===== src/rtl/multdiv_req_arbiter_pkg.sv =====
// Shared definitions for the multdiv request arbiter.
//   - md_op_e      : operator encoding understood by the multdiv unit
//   - arb_state_e  : arbiter sequencing states
//   - MD_MAX_LATENCY, BUSY_CNT_W and a saturating increment helper
package multdiv_req_arbiter_pkg;

  typedef enum logic [1:0] {
    MD_OP_MULL = 2'd0,
    MD_OP_MULH = 2'd1,
    MD_OP_DIV  = 2'd2,
    MD_OP_REM  = 2'd3
  } md_op_e;

  typedef enum logic [1:0] {
    ARB_IDLE = 2'd0,
    ARB_BUSY = 2'd1,
    ARB_RESP = 2'd2
  } arb_state_e;

  // Worst-case divide latency of the shared unit, in cycles.
  localparam int unsigned MD_MAX_LATENCY = 37;

  // Busy counter width; the counter saturates at 2^BUSY_CNT_W - 1.
  localparam int unsigned BUSY_CNT_W = 6;

  // Increment that sticks at all-ones instead of wrapping.
  function automatic logic [BUSY_CNT_W-1:0] sat_inc(input logic [BUSY_CNT_W-1:0] v);
    logic [BUSY_CNT_W-1:0] r;
    if (&v) begin
      r = v;
    end else begin
      r = v + {{(BUSY_CNT_W-1){1'b0}}, 1'b1};
    end
    return r;
  endfunction

endpackage


===== src/rtl/multdiv_req_arbiter_rr_arbiter.sv =====
// Round-robin priority picker.
//   req_i   : request vector
//   ptr_i   : index of the last winner; search starts at (ptr_i+1) mod NUM_REQ
//   gnt_o   : one-hot grant (zero when no request)
//   idx_o   : index of the granted requester
//   valid_o : at least one request present
module rr_arbiter #(
  parameter  int unsigned NUM_REQ = 2,
  localparam int unsigned IDX_W   = (NUM_REQ > 1) ? $clog2(NUM_REQ) : 1
) (
  input  logic [NUM_REQ-1:0] req_i,
  input  logic [IDX_W-1:0]   ptr_i,
  output logic [NUM_REQ-1:0] gnt_o,
  output logic [IDX_W-1:0]   idx_o,
  output logic               valid_o
);

  // First requester found scanning upward from ptr_i+1, wrapping.
  always_comb begin : pick
    int unsigned j;
    j       = 0;
    gnt_o   = '0;
    idx_o   = '0;
    valid_o = 1'b0;
    for (int unsigned i = 1; i <= NUM_REQ; i++) begin
      j = (32'(ptr_i) + i) % NUM_REQ;
      if (!valid_o && req_i[j]) begin
        valid_o  = 1'b1;
        gnt_o[j] = 1'b1;
        idx_o    = IDX_W'(j);
      end else begin
        valid_o = valid_o;
      end
    end
  end

endmodule


===== src/rtl/multdiv_req_arbiter.sv =====
// Shares one multiply/divide unit between NUM_REQ requesters.
// Round-robin grant in IDLE latches the winner's operands, BUSY drives the
// unit handshake until md_valid_i, RESP holds the result for the owner.
// Ports:
//   clk_i, rst_ni                : clock, asynchronous active-low reset
//   req_*_i / req_ready_o        : per-requester request channel (packed)
//   rsp_valid_o/rsp_ready_i      : per-requester response handshake
//   rsp_result_o                 : shared result bus
//   md_*_o / md_valid_i/result_i : multdiv unit interface
//   busy_o, owner_o, timeout_o   : status (timeout is sticky)
module multdiv_req_arbiter
  import multdiv_req_arbiter_pkg::*;
#(
  parameter  int unsigned NUM_REQ     = 2,
  // Must exceed MD_MAX_LATENCY so a healthy divide never flags a timeout.
  parameter  int unsigned TIMEOUT_CYC = 48,
  localparam int unsigned IDX_W       = (NUM_REQ > 1) ? $clog2(NUM_REQ) : 1
) (
  input  logic                    clk_i,
  input  logic                    rst_ni,
  input  logic [NUM_REQ-1:0]      req_valid_i,
  output logic [NUM_REQ-1:0]      req_ready_o,
  input  logic [2*NUM_REQ-1:0]    req_operator_i,
  input  logic [2*NUM_REQ-1:0]    req_signed_mode_i,
  input  logic [32*NUM_REQ-1:0]   req_op_a_i,
  input  logic [32*NUM_REQ-1:0]   req_op_b_i,
  output logic [NUM_REQ-1:0]      rsp_valid_o,
  input  logic [NUM_REQ-1:0]      rsp_ready_i,
  output logic [31:0]             rsp_result_o,
  output logic                    md_mult_en_o,
  output logic                    md_div_en_o,
  output logic                    md_mult_sel_o,
  output logic                    md_div_sel_o,
  output logic [1:0]              md_operator_o,
  output logic [1:0]              md_signed_mode_o,
  output logic [31:0]             md_op_a_o,
  output logic [31:0]             md_op_b_o,
  output logic                    md_ready_id_o,
  input  logic                    md_valid_i,
  input  logic [31:0]             md_result_i,
  output logic                    busy_o,
  output logic [IDX_W-1:0]        owner_o,
  output logic                    timeout_o
);

  localparam logic [BUSY_CNT_W-1:0] TIMEOUT_LIM = BUSY_CNT_W'(TIMEOUT_CYC);

  arb_state_e            state_q, state_d;
  logic [IDX_W-1:0]      ptr_q, ptr_d;
  logic [IDX_W-1:0]      owner_q, owner_d;
  md_op_e                operator_q, operator_d;
  logic [1:0]            signed_q, signed_d;
  logic [31:0]           op_a_q, op_a_d;
  logic [31:0]           op_b_q, op_b_d;
  logic [31:0]           result_q, result_d;
  logic [BUSY_CNT_W-1:0] cnt_q, cnt_d;
  logic                  timeout_q, timeout_d;

  logic [NUM_REQ-1:0]    arb_gnt;
  logic [IDX_W-1:0]      arb_idx;
  logic                  arb_valid;
  logic                  op_is_div;

  rr_arbiter #(
    .NUM_REQ (NUM_REQ)
  ) u_rr_arbiter (
    .req_i   (req_valid_i),
    .ptr_i   (ptr_q),
    .gnt_o   (arb_gnt),
    .idx_o   (arb_idx),
    .valid_o (arb_valid)
  );

  assign op_is_div = (operator_q == MD_OP_DIV) || (operator_q == MD_OP_REM);

  // Next-state logic: grant/latch in IDLE, wait for unit in BUSY, hand back in RESP.
  always_comb begin
    state_d    = state_q;
    ptr_d      = ptr_q;
    owner_d    = owner_q;
    operator_d = operator_q;
    signed_d   = signed_q;
    op_a_d     = op_a_q;
    op_b_d     = op_b_q;
    result_d   = result_q;
    cnt_d      = cnt_q;
    unique case (state_q)
      ARB_IDLE: begin
        if (arb_valid) begin
          owner_d    = arb_idx;
          operator_d = md_op_e'(req_operator_i[{arb_idx, 1'b0} +: 2]);
          signed_d   = req_signed_mode_i[{arb_idx, 1'b0} +: 2];
          op_a_d     = req_op_a_i[{arb_idx, 5'b00000} +: 32];
          op_b_d     = req_op_b_i[{arb_idx, 5'b00000} +: 32];
          cnt_d      = '0;
          state_d    = ARB_BUSY;
        end else begin
          state_d = ARB_IDLE;
        end
      end
      ARB_BUSY: begin
        cnt_d = sat_inc(cnt_q);
        // First md_valid_i wins; the unit is told ready every cycle so it
        // never holds the result.
        if (md_valid_i) begin
          result_d = md_result_i;
          state_d  = ARB_RESP;
        end else begin
          state_d = ARB_BUSY;
        end
      end
      ARB_RESP: begin
        // Only the owner's ready matters.
        if (rsp_ready_i[owner_q]) begin
          ptr_d   = owner_q;
          state_d = ARB_IDLE;
        end else begin
          state_d = ARB_RESP;
        end
      end
      default: begin
        state_d = ARB_IDLE;
      end
    endcase
    // Flag sets in the same edge the counter passes the limit.
    timeout_d = timeout_q | ((state_q == ARB_BUSY) && (cnt_d > TIMEOUT_LIM));
  end

  // State and datapath registers.
  always_ff @(posedge clk_i or negedge rst_ni) begin
    if (!rst_ni) begin
      state_q    <= ARB_IDLE;
      ptr_q      <= '0;
      owner_q    <= '0;
      operator_q <= MD_OP_MULL;
      signed_q   <= 2'b00;
      op_a_q     <= 32'd0;
      op_b_q     <= 32'd0;
      result_q   <= 32'd0;
      cnt_q      <= '0;
      timeout_q  <= 1'b0;
    end else begin
      state_q    <= state_d;
      ptr_q      <= ptr_d;
      owner_q    <= owner_d;
      operator_q <= operator_d;
      signed_q   <= signed_d;
      op_a_q     <= op_a_d;
      op_b_q     <= op_b_d;
      result_q   <= result_d;
      cnt_q      <= cnt_d;
      timeout_q  <= timeout_d;
    end
  end

  // Handshake outputs decoded from state; all low unless the state asks.
  always_comb begin
    req_ready_o   = '0;
    rsp_valid_o   = '0;
    md_mult_en_o  = 1'b0;
    md_div_en_o   = 1'b0;
    md_mult_sel_o = 1'b0;
    md_div_sel_o  = 1'b0;
    md_ready_id_o = 1'b0;
    unique case (state_q)
      ARB_IDLE: begin
        // Gated by reset so no grant leaks out while rst_ni is low.
        if (rst_ni) begin
          req_ready_o = arb_gnt;
        end else begin
          req_ready_o = '0;
        end
      end
      ARB_BUSY: begin
        md_mult_en_o  = ~op_is_div;
        md_mult_sel_o = ~op_is_div;
        md_div_en_o   = op_is_div;
        md_div_sel_o  = op_is_div;
        md_ready_id_o = 1'b1;
      end
      ARB_RESP: begin
        rsp_valid_o[owner_q] = 1'b1;
      end
      default: begin
        req_ready_o = '0;
      end
    endcase
  end

  assign rsp_result_o     = result_q;
  assign md_operator_o    = operator_q;
  assign md_signed_mode_o = signed_q;
  assign md_op_a_o        = op_a_q;
  assign md_op_b_o        = op_b_q;
  assign busy_o           = (state_q != ARB_IDLE);
  assign owner_o          = owner_q;
  assign timeout_o        = timeout_q;

endmodule


===== config.mk =====
export PLATFORM = sky130hd
export DESIGN_NAME = multdiv_req_arbiter
export DESIGN_NICKNAME = d
export VERILOG_FILES = /design/src/rtl/multdiv_req_arbiter_pkg.sv /design/src/rtl/multdiv_req_arbiter_rr_arbiter.sv /design/src/rtl/multdiv_req_arbiter.sv
export SDC_FILE = /design/constraint.sdc
export NUM_CORES = 1
export LEC_CHECK = 0
export CORE_UTILIZATION = 30
export CTS_CLUSTER_SIZE = 10
export DETAILED_ROUTE_END_ITERATION = 8
export HOLD_SLACK_MARGIN = 0.06
export PLACE_DENSITY = 0.66
export SLEW_MARGIN = 20
export SYNTH_ARGS = -nofsm -noshare
export SYNTH_HDL_FRONTEND = slang
export SYNTH_HIERARCHICAL = 1
export SYNTH_SLANG_ARGS = --single-unit

===== constraint.sdc =====
create_clock -name clk_i -period 2.4 [get_ports clk_i]
set_input_delay 0.6 -clock clk_i [delete_from_list [all_inputs] [get_ports clk_i]]
set_output_delay 0.6 -clock clk_i [all_outputs]
set_load 0.05 [all_outputs]

# Word level (Yosys, flattened, before mapping)
# Cells that the tools add are included.
# word_totals
regBits	111
output_inout_bits	112
# classes
n_addsub	3
order_cmp	7
n_eq_ne	4
shifts	4
mux	31
bitwise	3
reduce_logical	13
# op_table
op	n
variable part select 64 x 7 -> 32 bit	2
2-to-1 mux 1 bit	17
2-to-1 mux 2 bit	7
2-to-1 mux 6 bit	2
case mux 6 bit (2 select lines)	1
variable part select 4 x 3 -> 2 bit	2
adder 6 x 1 -> 6 bit, second input constant	1
equality test 2 bit, second input constant	3
> comparator 6 bit, second input constant	1
less-than comparator 1 x 2 -> 1 bit, second input constant	3
case mux 2 bit (3 select lines)	1
AND reduction 2 bit	3
AND reduction 6 bit	1
logical AND 1 bit	5
demux 1 bit (select 1 bit)	3
greater-or-equal comparator 1 bit, second input constant	3
adder 1 bit, second input constant	2
equality test 2 x 1 -> 1 bit, second input constant	1
logical NOT 2 bit	1
bitwise OR 2 bit	1
nonzero test 2 bit	1
logical NOT 1 bit	1
logical OR 1 bit	1
inverter 1 bit	1
bitwise OR 1 bit	1

# Longest topological paths before layout
# Gate-level depths: netlist of the first run.
# logic_depth
word_depth	12
depth_mapped	8
ltp_nobuf	6

# Hierarchy
# Netlist of the first run, hierarchy kept.
# modules_own_cells
mod	instances	cells_each	area_per_inst_um2	seq_area_each_um2
multdiv_req_arbiter	1	441	4946.0	2777.7
rr_arbiter	1	5	32.5	0.0

# Worst setup path after synthesis of the first run
# Ideal clock, no wire load.
# synth_timing
path_type	register to output
start	register state_q[1]
end	output port md_div_sel_o
t_arrival_ns	1.888
t_required_ns	1.800
slack_ns	-0.088
stages_incl_launch_ff	6
n_path_buf	2
path_cell_list	dfrtp_1 nand2b_1 buf_2 inv_1 and2_1 buf_4
# synth_between
elab_chain_cells	2
# synth_lines
item	line	rtl
from (decl)	multdiv_req_arbiter.sv:48	arb_state_e state_q, state_d;
from (signal assigned)	multdiv_req_arbiter.sv:143	state_q <= state_d;
equality test 2 x 1 -> 1 bit	n/a	
2-to-1 mux 1 bit	n/a	
to (decl)	multdiv_req_arbiter.sv:33	output logic md_div_sel_o,
# Every way passes these cells.

# Final worst setup path of the first run
# layout_timing
start	input port req_valid_i[1]
end	output port req_ready_o[1]
# layout_between
elab_chain_cells	8
elab_cells_between_ends	12
classes_between	9 x mux; 1 x bitwise; 2 x reduce/logical
# layout_lines
item	line	rtl
from (decl)	multdiv_req_arbiter.sv:21	input logic [NUM_REQ-1:0] req_valid_i,
2-to-1 mux 1 bit (implied by the code) (2 in series)	multdiv_req_arbiter_rr_arbiter.sv:27	if (!valid_o && req_i[j]) begin
2-to-1 mux 1 bit	multdiv_req_arbiter_rr_arbiter.sv:27	
logical NOT 1 bit	multdiv_req_arbiter_rr_arbiter.sv:27	
logical AND 1 bit	multdiv_req_arbiter_rr_arbiter.sv:27	
2-to-1 mux 2 bit (*)	multdiv_req_arbiter_rr_arbiter.sv:27	
named net arb_gnt[1]	multdiv_req_arbiter.sv:59	logic [NUM_REQ-1:0] arb_gnt;
2-to-1 mux 2 bit (*)	multdiv_req_arbiter.sv:168	if (rst_ni) begin
2-to-1 mux 2 bit (*)	multdiv_req_arbiter.sv:165	unique case (state_q)
to (decl)	multdiv_req_arbiter.sv:22	output logic [NUM_REQ-1:0] req_ready_o,
# The timed path passes the listed nets; every way through them passes the cells marked *. The select of a mux whose other input is x is not followed.

==> results summary, run 1 <==
The sequential cell area is approximately 0.0028 mm2. The count of antenna diodes in the layout came out at 0. The number of input and output port buffers inserted came out at 286. In this run the post-CTS setup repair buffer count came out at 0. The clock-pin slew on the worst setup and hold paths is ~0.07 ns. The clock tree synthesis step divided the H-tree into 3 levels. The number of antenna violations at the first check in global routing came out at 0. The setup path with the least slack is of type input pin to output port.

The smallest clock period supported by the final layout is computed as 2.32 ns. The proportion of netlist area held by the largest area contributor is 55.8%. The area of the mapped netlist came out at 0.00498 mm2. The netlist uses 39 different library cells.

Setup violations remaining at the end of the flow were counted as 0. The multi-input gate area in the final layout is 0.00206 mm2. The detailed-routing iteration count for the pre-antenna-repair pass is 4. The top cell types in the final layout, fill and taps aside, are 274 x sky130_fd_sc_hd__clkdlybuf4s50_1, 111 x sky130_fd_sc_hd__dfrtp_1, 80 x sky130_fd_sc_hd__nand2_1. Once layout is complete, the utilization of the core stands at 53.2%. Among all flip-flop cells after synthesis, the most frequent one is sky130_fd_sc_hd__dfrtp_1. The routed via count divided by cell count came out at 4.53. The worst-skew pair later-pin latency came out at ~0.35 ns.

The wire length after detailed routing came out at 14.5 mm. Across every metal layer, demand over resource in global routing totals 16.8%. In this run the count of I/O pins placed on the die edge is 287. The post-synthesis cell count came out at 446. The core box area came out at 0.0161 mm2. The number of max-slew violations in the final report is 0.

The TritonCTS sink count came out at 111. The register-to-register path setup slack came out at 0.52 ns. STA classifies the critical path endpoint as an output port. The die outline area is around 0.017 mm2. Across the VDD grid, the largest voltage drop is 0.000805 V. The run finished with clean final reports. The detailed-route wire length per cell came out at about 15 um. The leakage power figure is 3.71 nW. Data arrives at the worst endpoint at 1.72 ns. At the end of routability-driven placement, the weighted congestion stood at slightly above 0.8. The proportion of layout cells with a drive suffix above 1 came out at 11.2%. The largest driver fanout on the critical path is 3.

The gate family responsible for the most delay along the worst path is buffers and inverters. The number of synthesized register bits came out at 111. The tool flagged a number of max-cap violations equal to 0. The global-route wire length before repair came out at roughly 22 mm.

The detailed router's first-iteration violation count is 113. The pin slew with the least headroom to its limit came out at 0.702 ns. The cell row count is 46. The maximum single-stage delay on the critical path came out at 0.48 ns.

The count of flip-flops with a built-in enable after synthesis came out at 0. The buffers plus inverters on the worst setup path is 3. The power density over the cells is 1440 mW/mm2.

The number of clock buffers inserted by TritonCTS is 9. Entering global routing, the biggest net connects between 90 and 100 pins. The total power after layout is roughly 12 mW.

Among all stages on the critical path, the largest delay is contributed by sky130_fd_sc_hd__clkdlybuf4s50_1. The biggest area contributor in the post-synthesis netlist is sky130_fd_sc_hd__dfrtp_1. The final worst-path cycle share is a little over nine tenths. The library cell used most frequently in the layout, excluding fill and tap cells, is sky130_fd_sc_hd__clkdlybuf4s50_1.

The layout has 1379 filler cells. The final global-route overflow total came out at 0. The initial core utilization came out at between 30 and 40%. The remaining design rule violation count came out at 0. The total of warnings raised by yosys came out at 6.

The layout-stage area growth over the synthesis result is 71.6%. The maximum buffer depth of the clock tree came out at 2. The count of nets left with antenna violations once routing finished came out at 0. The via count came out at 4310.

The maximum clock skew at final layout came out at 0.00591 ns. The synthesized netlist net count came out at 622. TritonCTS built the clock tree. The mean instance size in the synthesized netlist is around 11 um2. The number of global-route vias before repair came to 4362. The cell area after placement is 0.00821 mm2.

The estimated wirelength of the detail-placed design came out at about 11 mm. By area the synthesized netlist is led by sky130_fd_sc_hd__dfrtp_1 56%, sky130_fd_sc_hd__mux2i_1 14%, sky130_fd_sc_hd__o21ai_0 7.2%. The sort of element at the start of the critical path is an input pin. Once layout is done, the placed cells without fillers occupy approximately 0.0085 mm2. The final layout contains about 900 nets. The signal on the critical path passes through clkdlybuf4s50_1, buf_4, a21boi_1, and3_1, buf_12.

The headroom to the max-slew limit is 53.2%. The fraction of registers with async set/reset came out at 100%. The number of hold violations in the final report is 0. Setup repair after global routing left no endpoint under its margin. The data required time of the critical path is between 1.5 and 2 ns. The worst min-delay path category is flip-flop to flip-flop. The floorplan step set the die width to 131 um. The share of synthesized area occupied by flip-flops and latches came out at 55.8%. The cell sitting at the root of the clock tree is a sky130_fd_sc_hd__clkbuf_16. Timing would allow up to roughly 430 MHz. The die is around 130 um tall.
[state kept, by name, indices dropped and copies added, names as in the netlist]
name and flops:
timeout_o 1, owner_o 1, rsp_result_o 32, md_operator_o 2, ptr_q 1, md_op_a_o 32, md_signed_mode_o 2, md_op_b_o 32
cnt_q 6, state_q 2
[where the power goes]
group	internal, mW	total, mW	switching [mW]
Sequential	2.77	3.29	0.522
Clock	0.877	1.57	0.690
Combinational	2.62	7.44	4.82
Total	6.27	12.3	6.03
[kinds of logic (layout without fill, tap and decap cells)]
logic type / Yosys count / count (layout) / share of synthesized area [%]
AOI/OAI and AO/OA: 91 / 91 / 10.4
xor gates and xnor gates: 1 / 1 / 0.176
adders and majority gates: 1 / 1 / 0.251
buffers and inverters: 35 / 324 / 3.19
DFF: 111 / 111 / 55.8
muxes: 101 / 101 / 21.1
and+or+nand+nor: 106 / 106 / 9.07
[final cells by class]
| cell class | count | share of cell area, % |
|---|---|---|
| Clock buffer | 11 | 2.96 |
| Clock inverter | 5 | 0.747 |
| Inverter | 5 | 0.220 |
| Multi-Input combinational cell | 300 | 24.1 |
| Sequential cell | 111 | 32.5 |
| Tap cell | 216 | 3.16 |
| Timing Repair Buffer | 303 | 36.3 |
[tightest hold or removal path, stage by stage (launching register included)]
cell and delay [ns]:
sky130_fd_sc_hd__dfrtp_1 0.34, sky130_fd_sc_hd__nand2_1 0.05, sky130_fd_sc_hd__o21ai_0 0.06
[worst paths after layout]
check,start,endpoint,cells after the start
worst max-delay path,req_valid_i[1],req_ready_o[1],5
worst min-delay path,md_op_b_o[5],md_op_b_o[5],2
worst max register to register,state_q[1],timeout_o,6
worst min register to register,md_op_b_o[5],md_op_b_o[5],2
max in group asynchronous,rst_ni,md_op_a_o[1],3
min in group asynchronous,rst_ni,rsp_result_o[19],2
[synthesized netlist by cell type (3+ instances only)]
master / count
sky130_fd_sc_hd__buf_4: 3
sky130_fd_sc_hd__nand2_1: 80
sky130_fd_sc_hd__and2_1: 4
sky130_fd_sc_hd__mux2i_1: 69
sky130_fd_sc_hd__o21ai_0: 72
sky130_fd_sc_hd__dfrtp_1: 111
sky130_fd_sc_hd__inv_1: 5
sky130_fd_sc_hd__a21oi_1: 4
sky130_fd_sc_hd__clkbuf_1: 18
sky130_fd_sc_hd__nand3_1: 3
sky130_fd_sc_hd__nor2_1: 6
sky130_fd_sc_hd__mux2_2: 32
sky130_fd_sc_hd__buf_2: 7
[timing repair]
item                                    in CTS  in global routing
endpoints found under the hold margin        4                  0
endpoints found under the setup margin       0                  5
resized for setup                            0                  2
hold buffers                                 1                  0
[through the flow]
stage | worst slack [ns] | TNS, ns | hold slack, ns | instances
floorplan | 0.0693 | 0 | 0.304 | 446
global placement | -0.138 | -6.42 | 0.419 | 934
detailed placement | -0.226 | -9.05 | 0.419 | 934
CTS | 0.0338 | 0 | 0.486 | 951
global route | 0.0118 | 0 | 0.501 | 951
finish | 0.0845 | 0 | 0.480 | 951
[metal layers]
metal,vias to the layer above,share of wire (%),global-route usage [%]
met2,171,53,31.4
met1,1995,38,18.2
met4,0,2.1,7.03
li1,2124,-,-
met3,20,6.9,3.79
met5,-,0,0
Power figures use the tool's default switching activity.
==> run 2: changes to the inputs <==
--- a/config.mk
+++ b/config.mk
@@ -6,12 +6,11 @@
 export NUM_CORES = 1
 export LEC_CHECK = 0
 export CORE_UTILIZATION = 30
-export CTS_CLUSTER_SIZE = 10
+export CTS_CLUSTER_SIZE = 24
 export DETAILED_ROUTE_END_ITERATION = 8
 export HOLD_SLACK_MARGIN = 0.06
 export PLACE_DENSITY = 0.66
 export SLEW_MARGIN = 20
 export SYNTH_ARGS = -nofsm -noshare
 export SYNTH_HDL_FRONTEND = slang
-export SYNTH_HIERARCHICAL = 1
 export SYNTH_SLANG_ARGS = --single-unit
==> run 2 against run 1 <==
  * Via count decreased by 0.90%
  * Setup slack worse by 0.019 ns
  * Synthesized cell count decreased by 2.5%
  * Highest routed layer unchanged
  * Final area decreased by 0.45%
  * Non-clock buffer count down 1
  * Critical path type is now flip-flop to output port
  * Sequential share of layout area increased by 0.16 points
  * Critical path depth down 2
  * Clock skew grew 0.0019 ns
  * Global-route usage rose by 0.29 points
==> results summary, run 2 <==
The cell row count came out at 46. In the finished design, the share of the clock period the worst path needs comes to 97.3%. In the final layout, the share of cells above drive strength 1 is 11.3%.

After detailed routing, the total wire length is 14.6 mm. After synthesis the netlist holds a flip-flop and latch count of 111. Compared with the post-synthesis result, the final layout area differs by 72.7%. The depth of the most critical reg-to-reg path came out at 6. Sequential cells were found to cover 56.4% of the synthesized design area. Synthesis produced a netlist whose cell count is approximately 440. The number of input and output port buffers inserted is 286.

The worst register-to-register path begins at cnt_q[1]. The synthesized netlist contains 36 unique library cells. The path type of the worst setup path is flip-flop to output port. The detailed-routing iteration count for the pre-antenna-repair pass came out at 4. The initial core utilization came out at 30.9%. At the end of the flow, the number of nets in the layout was 894.

The headroom to the max-slew limit is 56.5%. The routability congestion estimate is around 0.85. The proportion of netlist area held by the largest area contributor came out at 56.4%.

The worst register-to-register path ends at timeout_o. The maximum clock skew at final layout came out at 0.00785 ns. The most used flip-flop cell after synthesis is sky130_fd_sc_hd__dfrtp_1. The largest net degree at the start of global routing came out at about 110. The critical path endpoint category is an output port.

The setup check on the worst reg-to-reg path leaves a slack of 0.10 ns. The die boundary height is about 130 um. The detail route stage leaves a number of antenna-violating nets equal to 0. The count of pins on the block boundary is 287. The final core utilization is 53.4%.

The mean instance size in the synthesized netlist is 11.3 um2. The remaining design rule violation count came out at 0. The number of global-route vias before repair came to 4424. Dividing the detail-routed wire length by the instance count gives 15.5 um.

The most common cell after layout, fill and taps aside is sky130_fd_sc_hd__clkdlybuf4s50_1. The data required time of the critical path is 1.80 ns. The number of max-slew violations in the final report is 0. Clock-pin slew was measured on the worst setup and hold paths at 0.07 ns. The floorplan step set the die width to 130 um. The path class of the tightest hold or removal check is input pin to async pin. The count of flip-flops with a built-in enable after synthesis is 0.

The worst-skew pair later-pin latency is 0.35 ns. Yosys attributes the largest share of cell area to sky130_fd_sc_hd__dfrtp_1 56%, sky130_fd_sc_hd__mux2i_1 14%, sky130_fd_sc_hd__o21ai_0 7.3%. During synthesis, Yosys emitted a total of 0 warnings. The synthesized netlist occupies a cell area of 0.00493 mm2. The die outline area came out at approximately 0.017 mm2.

The power density over the cells is between 1000 and 1500 mW/mm2. The maximum VDD drop is roughly 0.00062 V. The pin slew with the least headroom to its limit came out at between 0.6 and 0.7 ns. Clock tree synthesis found a total of 111 sinks. The leakage power figure came out at 3.67 nW. Data arrives at the worst endpoint at 1.73 ns.

The count of max-cap constraint violations is 0. Setup repair after global routing left no endpoint under its margin. The final period demand of the worst path came out at 2.33 ns. The cell with the most instances after synthesis is sky130_fd_sc_hd__dfrtp_1. The total negative setup slack came out at 0 ns. In the layout the commonest cells are 275 x sky130_fd_sc_hd__clkdlybuf4s50_1, 110 x sky130_fd_sc_hd__dfrtp_1, 75 x sky130_fd_sc_hd__nand2_1.

The flow ran to the end, and the final reports show no timing, DRC or antenna violations. The number of H-tree branching levels came out at 3. The count of antenna diodes in the layout is 0.

The region available for standard cell placement spans 0.0159 mm2. TritonCTS built the clock tree. The number of hold violations in the final report came out at 0. Along the worst path, the maximum fanout reaches 6. The total of endpoints with negative setup slack in the final report is 0.

After layout, the worst setup slack is about 0.065 ns. The sort of element at the start of the critical path is a flip-flop. The maximum clock frequency came out at 428 MHz. The via count came out at 4271. The buffer type at the clock tree root is sky130_fd_sc_hd__clkbuf_16. The largest total area in the synthesized netlist belongs to sky130_fd_sc_hd__dfrtp_1.

The routed via count divided by cell count came out at 4.55. The number of clock buffers inserted by TritonCTS is 9. The final global-route overflow total is 0. The number of antenna violations at the first check in global routing came out at 0. The worst-case setup slack after placement came out at -0.102 ns. The cell area after placement came out at 0.00820 mm2. The maximum buffer depth of the clock tree is 2.

The synthesized netlist net count came out at 611. The estimated wirelength of the detail-placed design came out at 11.3 mm. The detailed router's first-iteration violation count is 180. The aggregate global-route resource usage is 17.1%. Of all flip-flops after synthesis, the portion carrying an async set or reset was 100%.

The final instance area is 0.00851 mm2. The commonest cells after synthesis are 111 x sky130_fd_sc_hd__dfrtp_1, 75 x sky130_fd_sc_hd__nand2_1, 72 x sky130_fd_sc_hd__o21ai_0. The global-route wire length before repair came out at 22.1 mm.
## run 2: cell types whose count changed in the layout (fill, tap and decap cells not counted), sizes merged, moves of 2 or more
cell / delta
inv: -5
nand2: -5
a21oi: +3
clkinv: +3
a211oi: +2
a21boi: -2
a311o: +2
buf: -2
nand3: -2
o31ai: -2
## run 2: cell type report
cell class	count	area (um2)
Clock inverter	6	61.3
Inverter	2	10.0
Timing Repair Buffer	302	3130
Fill cell	1390	7440
Sequential cell	111	2780
Clock buffer	10	229
Multi-Input combinational cell	292	2030
Tap cell	216	270
## run 2: metrics by stage
stage	power [mW]	std cells	hold WS [ns]
after floorplan	8.10	435	0.304
after global placement	10.9	923	0.462
after detailed placement	11.0	923	0.458
after CTS	12.5	939	0.388
after global routing	13.0	939	0.403
final	12.4	939	0.302
## run 2: worst max path at each step
stage,to,start,slack (ns),cells past startpoint
5_1_grt,busy_o,state_q[0],0.0001,3
6_report,busy_o,state_q[0],0.07,3
2_1_floorplan,req_ready_o[1],req_valid_i[1],0.007,5
4_1_cts,req_ready_o[1],req_valid_i[1],0.009,5
3_5_place_dp,timeout_o,req_valid_i[1],-0.10,6
3_3_place_gp,timeout_o,req_valid_i[0],-0.06,6
## run 2: cells by family (layout without fill, tap and decap cells)
group           after synthesis  after routing  share of synthesized area, %
mux                         101            101                          21.3
fa+ha+maj                     1              1                         0.254
simple gates                 98             98                          8.74
compound gates               92             92                          10.2
buf+inv                      32            320                          3.07
flops                       111            111                          56.4
## run 2: where the power goes
group / internal (mW) / total (mW) / switching [mW]
registers: 2.78 / 3.29 / 0.511
logic: 2.72 / 7.62 / 4.89
clock network: 0.807 / 1.50 / 0.688
total: 6.31 / 12.4 / 6.09
## run 2: metal layers
metal	global-route usage [%]	vias up	part of all wire, %
li1	-	2084	-
met1	18.4	2010	38
met2	31.2	158	53
met3	4.80	19	7.8
met4	7.39	0	2.1
met5	0	-	0
## run 2: critical path: stages (launching register included)
cell and delay, ns:
sky130_fd_sc_hd__dfrtp_1 0.45, sky130_fd_sc_hd__nor2_1 0.09, sky130_fd_sc_hd__inv_1 0.05, sky130_fd_sc_hd__clkdlybuf4s50_1 0.80
## run 2: repair_timing
item | in CTS | in global routing
resized for setup | 1 | 6
setup buffers | 0 | 0
setup endpoints to repair | 2 | 4
hold buffers | 0 | 0
==> run 3: changes to the inputs <==
--- a/config.mk
+++ b/config.mk
@@ -5,11 +5,11 @@
 export SDC_FILE = /design/constraint.sdc
 export NUM_CORES = 1
 export LEC_CHECK = 0
-export CORE_UTILIZATION = 30
+export ABC_AREA = 1
+export CORE_UTILIZATION = 25
 export CTS_CLUSTER_SIZE = 24
 export DETAILED_ROUTE_END_ITERATION = 8
 export HOLD_SLACK_MARGIN = 0.06
-export PLACE_DENSITY = 0.66
 export SLEW_MARGIN = 20
 export SYNTH_ARGS = -nofsm -noshare
 export SYNTH_HDL_FRONTEND = slang
==> run 3 against run 2 <==
  * Flip-flop and latch count did not move
  * Synthesized area rose by 3.3%
  * Global-route usage fell by 3.6 points
  * Routed wire length rose by 0.94%
  * Largest cell class unchanged
==> results summary, run 3 <==
The flow ran to the end, and the final reports show no timing, DRC or antenna violations. The total power after layout is 12.5 mW. For the worst flop-to-flop path, the logic depth is 5. The proportion of netlist area held by the largest area contributor is 54.6%. The post-route antenna net violation count is 0. The maximum buffer depth of the clock tree came out at 2. For this run, the total global-route usage over all layers was measured as 13.5%. The min-delay analysis places its worst path in the category input pin to async pin.

The total of endpoints with negative setup slack in the final report is 0. The path type of the worst setup path is input pin to output port. The launch instance of the worst register-to-register path is state_q[0]. The synthesized netlist net count came out at roughly 640. The mean instance size in the synthesized netlist is 10.9 um2. The most common cell after layout, fill and taps aside is sky130_fd_sc_hd__clkdlybuf4s50_1. The initial core utilization is between 20% and 30%.

The endpoint identified for the worst register-to-register timing path is rsp_result_o[26]. The synthesized design contains 0 enable-type register cells. The routed via count divided by cell count came out at 4.20. In the layout the commonest cells are 275 x sky130_fd_sc_hd__clkdlybuf4s50_1, 111 x sky130_fd_sc_hd__dfrtp_1, 93 x sky130_fd_sc_hd__nand2_1. Compared with the post-synthesis result, the final layout area differs by 69.7%. The worst-case IR drop observed on VDD is ~0.0007 V.

The final global-route overflow total came out at 0. The remaining design rule violation count is 0. The number of max-slew violations in the final report came to 0.

sky130_fd_sc_hd__dfrtp_1 is the most common cell in the netlist. The count of max-cap constraint violations is 0. The layout has roughly 1900 filler cells.

The power density over the cells came out at about 1400 mW/mm2. The cell sitting at the root of the clock tree is a sky130_fd_sc_hd__clkbuf_16. The post-synthesis cell count came out at 468. The data required time of the critical path is 1.80 ns. The worst-skew pair later-pin latency came out at 0.35 ns. The number of synthesized register bits is 111.

STA classifies the critical path startpoint as an input pin. The count of antenna diodes in the layout is 0. The number of input and output port buffers inserted is 286.

The wire length after detailed routing is 14.7 mm. The detailed-routing iteration count for the pre-antenna-repair pass is 4. The core box area is 0.0197 mm2.

The via count came out at 4301. The number of antenna violations at the first check in global routing came to 0. The clock network is responsible for approximately 13% of the overall power. The number of H-tree branching levels is 3. The worst-case setup slack after placement is 0.0323 ns. Of the available clock period, the critical path in the final layout requires between 90% and 100%.

The Yosys step of the flow raised 0 warnings. For this run, the register share of the synthesized area comes to 54.6%. Setup slack on the worst reg-to-reg path comes out at 0.78 ns. In the final layout, the share of cells above drive strength 1 is 11.5%. The headroom to the max-slew limit is 41.7%. The number of different library cells in the post-synthesis netlist came out at 26. The detailed-route wire length per cell is 14.4 um. The worst setup path is captured at an output port. The TritonCTS sink count came out at about 110. The analysis attributes to cell leakage a power of 3.85 nW.

The signal arrival time at the worst endpoint is 1.72 ns. The width of the chip is 145 um. TritonCTS built the clock tree.

For the finished layout, the period the worst path requires is about 2.3 ns. The number of global-route vias before repair is 4127. The maximum clock frequency came out at 432 MHz. The clock-pin slew on the worst setup and hold paths came out at 0.08 ns. The number of hold buffers added after CTS was 0. The sequential cell area is 0.00278 mm2.

The final critical-path setup slack is about 0.084 ns. The largest driver fanout on the critical path came out at 3. The die is 145 um tall. The fraction of registers with async set/reset is 100%. Setup repair after global routing left no endpoint under its margin.

The count of pins on the block boundary came out at 287. The detailed router finished its first iteration with around 200 violations. The estimated wirelength of the detail-placed design is ~11 mm.

Sequential cells burn a little over a quarter of the power. The die outline area is 0.0209 mm2. Entering global routing, the biggest net connects 81 pins. In this run the cell area of the synthesized design comes to 0.00509 mm2. The fraction of power spent switching nets is 49.3%. The multi-input gate area in the final layout is 0.00203 mm2.

Between clock sinks in the finished design, the worst skew comes to 0.0112 ns. Counting the buffers created by CTS gives 9. The commonest cells after synthesis are 111 x sky130_fd_sc_hd__dfrtp_1, 93 x sky130_fd_sc_hd__nand2_1, 68 x sky130_fd_sc_hd__mux2i_1. The number of hold violations in the final report came out at 0. After synthesis, the cell types taking the most area are sky130_fd_sc_hd__dfrtp_1 55%, sky130_fd_sc_hd__mux2i_1 13%, sky130_fd_sc_hd__mux2_2 7.1%. The routability congestion estimate came out at 0.772. The biggest area contributor in the post-synthesis netlist is sky130_fd_sc_hd__dfrtp_1. The cell-internal power is 6.33 mW. The share of total power dissipated in combinational logic is 61.2%.

The first global-routing pass estimated ~22 mm of wire. The pin slew with the least headroom to its limit came out at 0.874 ns. The worst hold slack is 0.363 ns.

The net count of the finished layout is 930. The switching power of the nets came out at between 6 and 7 mW. In the synthesized netlist the dominant register cell turns out to be sky130_fd_sc_hd__dfrtp_1. The cell row count came out at 51.
-- run 3: cell count changes after synthesis, sizes merged, moves of 4 or more --
cell	delta
a21oi	-6
buf	+9
clkbuf	-10
inv	+19
nand2	+22
nand3	+10
nor2	+9
o21ai	+4
-- run 3: how the worst max path moves through the flow --
| stage | slack, ns | endpoint | from |
|---|---|---|---|
| 2_1_floorplan | -0.03 | req_ready_o[0] | state_q[1] |
| 3_3_place_gp | 0.05 | req_ready_o[0] | req_valid_i[0] |
| 3_5_place_dp | 0.03 | req_ready_o[0] | req_valid_i[0] |
| 4_1_cts | 0.03 | req_ready_o[0] | req_valid_i[0] |
| 5_1_grt | 0.02 | req_ready_o[1] | req_valid_i[0] |
| 6_report | 0.08 | req_ready_o[1] | req_valid_i[0] |
-- run 3: cell families (layout without fill, tap and decap cells) --
kind of cell	count (synthesis)	in the layout	synth area share [%]
AOI/OAI and AO/OA	81	81	8.16
buffers and inverters	50	341	6.34
DFF	111	111	54.6
muxes	100	100	20.5
and+or+nand+nor	125	125	10.2
adders and majority gates	1	1	0.246
-- run 3: final cells by class --
class / count / share of cell area (%)
Timing Repair Buffer: 304 / 36.0
Sequential cell: 111 / 32.2
Multi-Input combinational cell: 307 / 23.5
Tap cell: 265 / 3.84
Clock buffer: 9 / 2.61
Clock inverter: 7 / 1.00
Inverter: 21 / 0.913
-- run 3: power groups by stage --
| stage | logic (mW) | clock network, mW | registers [mW] |
|---|---|---|---|
| floorplan | 2.06 | 0 | 6.23 |
| global placement | 7.71 | 0 | 3.28 |
| detailed placement | 7.72 | 0 | 3.31 |
| CTS | 7.73 | 1.66 | 3.28 |
| global route | 8.09 | 1.73 | 3.39 |
| finish | 7.65 | 1.58 | 3.27 |
-- run 3: what timing repair did --
action                     in CTS  in global routing
buffers inserted                0                  0
hold endpoints to repair        0                  0
resized for setup               1                  1
setup endpoints to repair       1                  1
-- run 3: per-stage QoR --
| stage | cell area, um2 | util (%) | TNS [ns] | cells |
|---|---|---|---|---|
| 2_1_floorplan | 5100 | - | -0.0312 | 468 |
| 3_3_place_gp | 8310 | 42.2 | 0 | 1008 |
| 3_5_place_dp | 8310 | 42.2 | 0 | 1008 |
| 4_1_cts | 8620 | 43.7 | 0 | 1024 |
| 5_1_grt | 8640 | 43.8 | 0 | 1024 |
| 6_report | 8640 | 43.8 | 0 | 1024 |
-- run 3: critical path, stage by stage --
cell and delay, ns:
sky130_fd_sc_hd__clkdlybuf4s50_1 0.45, sky130_fd_sc_hd__inv_1 0.06, sky130_fd_sc_hd__buf_4 0.15, sky130_fd_sc_hd__o21ai_4 0.21
sky130_fd_sc_hd__nor3_2 0.05, sky130_fd_sc_hd__buf_4 0.19
-- run 3: per-layer routing --
layer	part of all wire [%]	global-route usage, %
met2	47	22.5
met4	1.0	4.16
met1	41	16.2
met5	0	0
met3	10	4.84
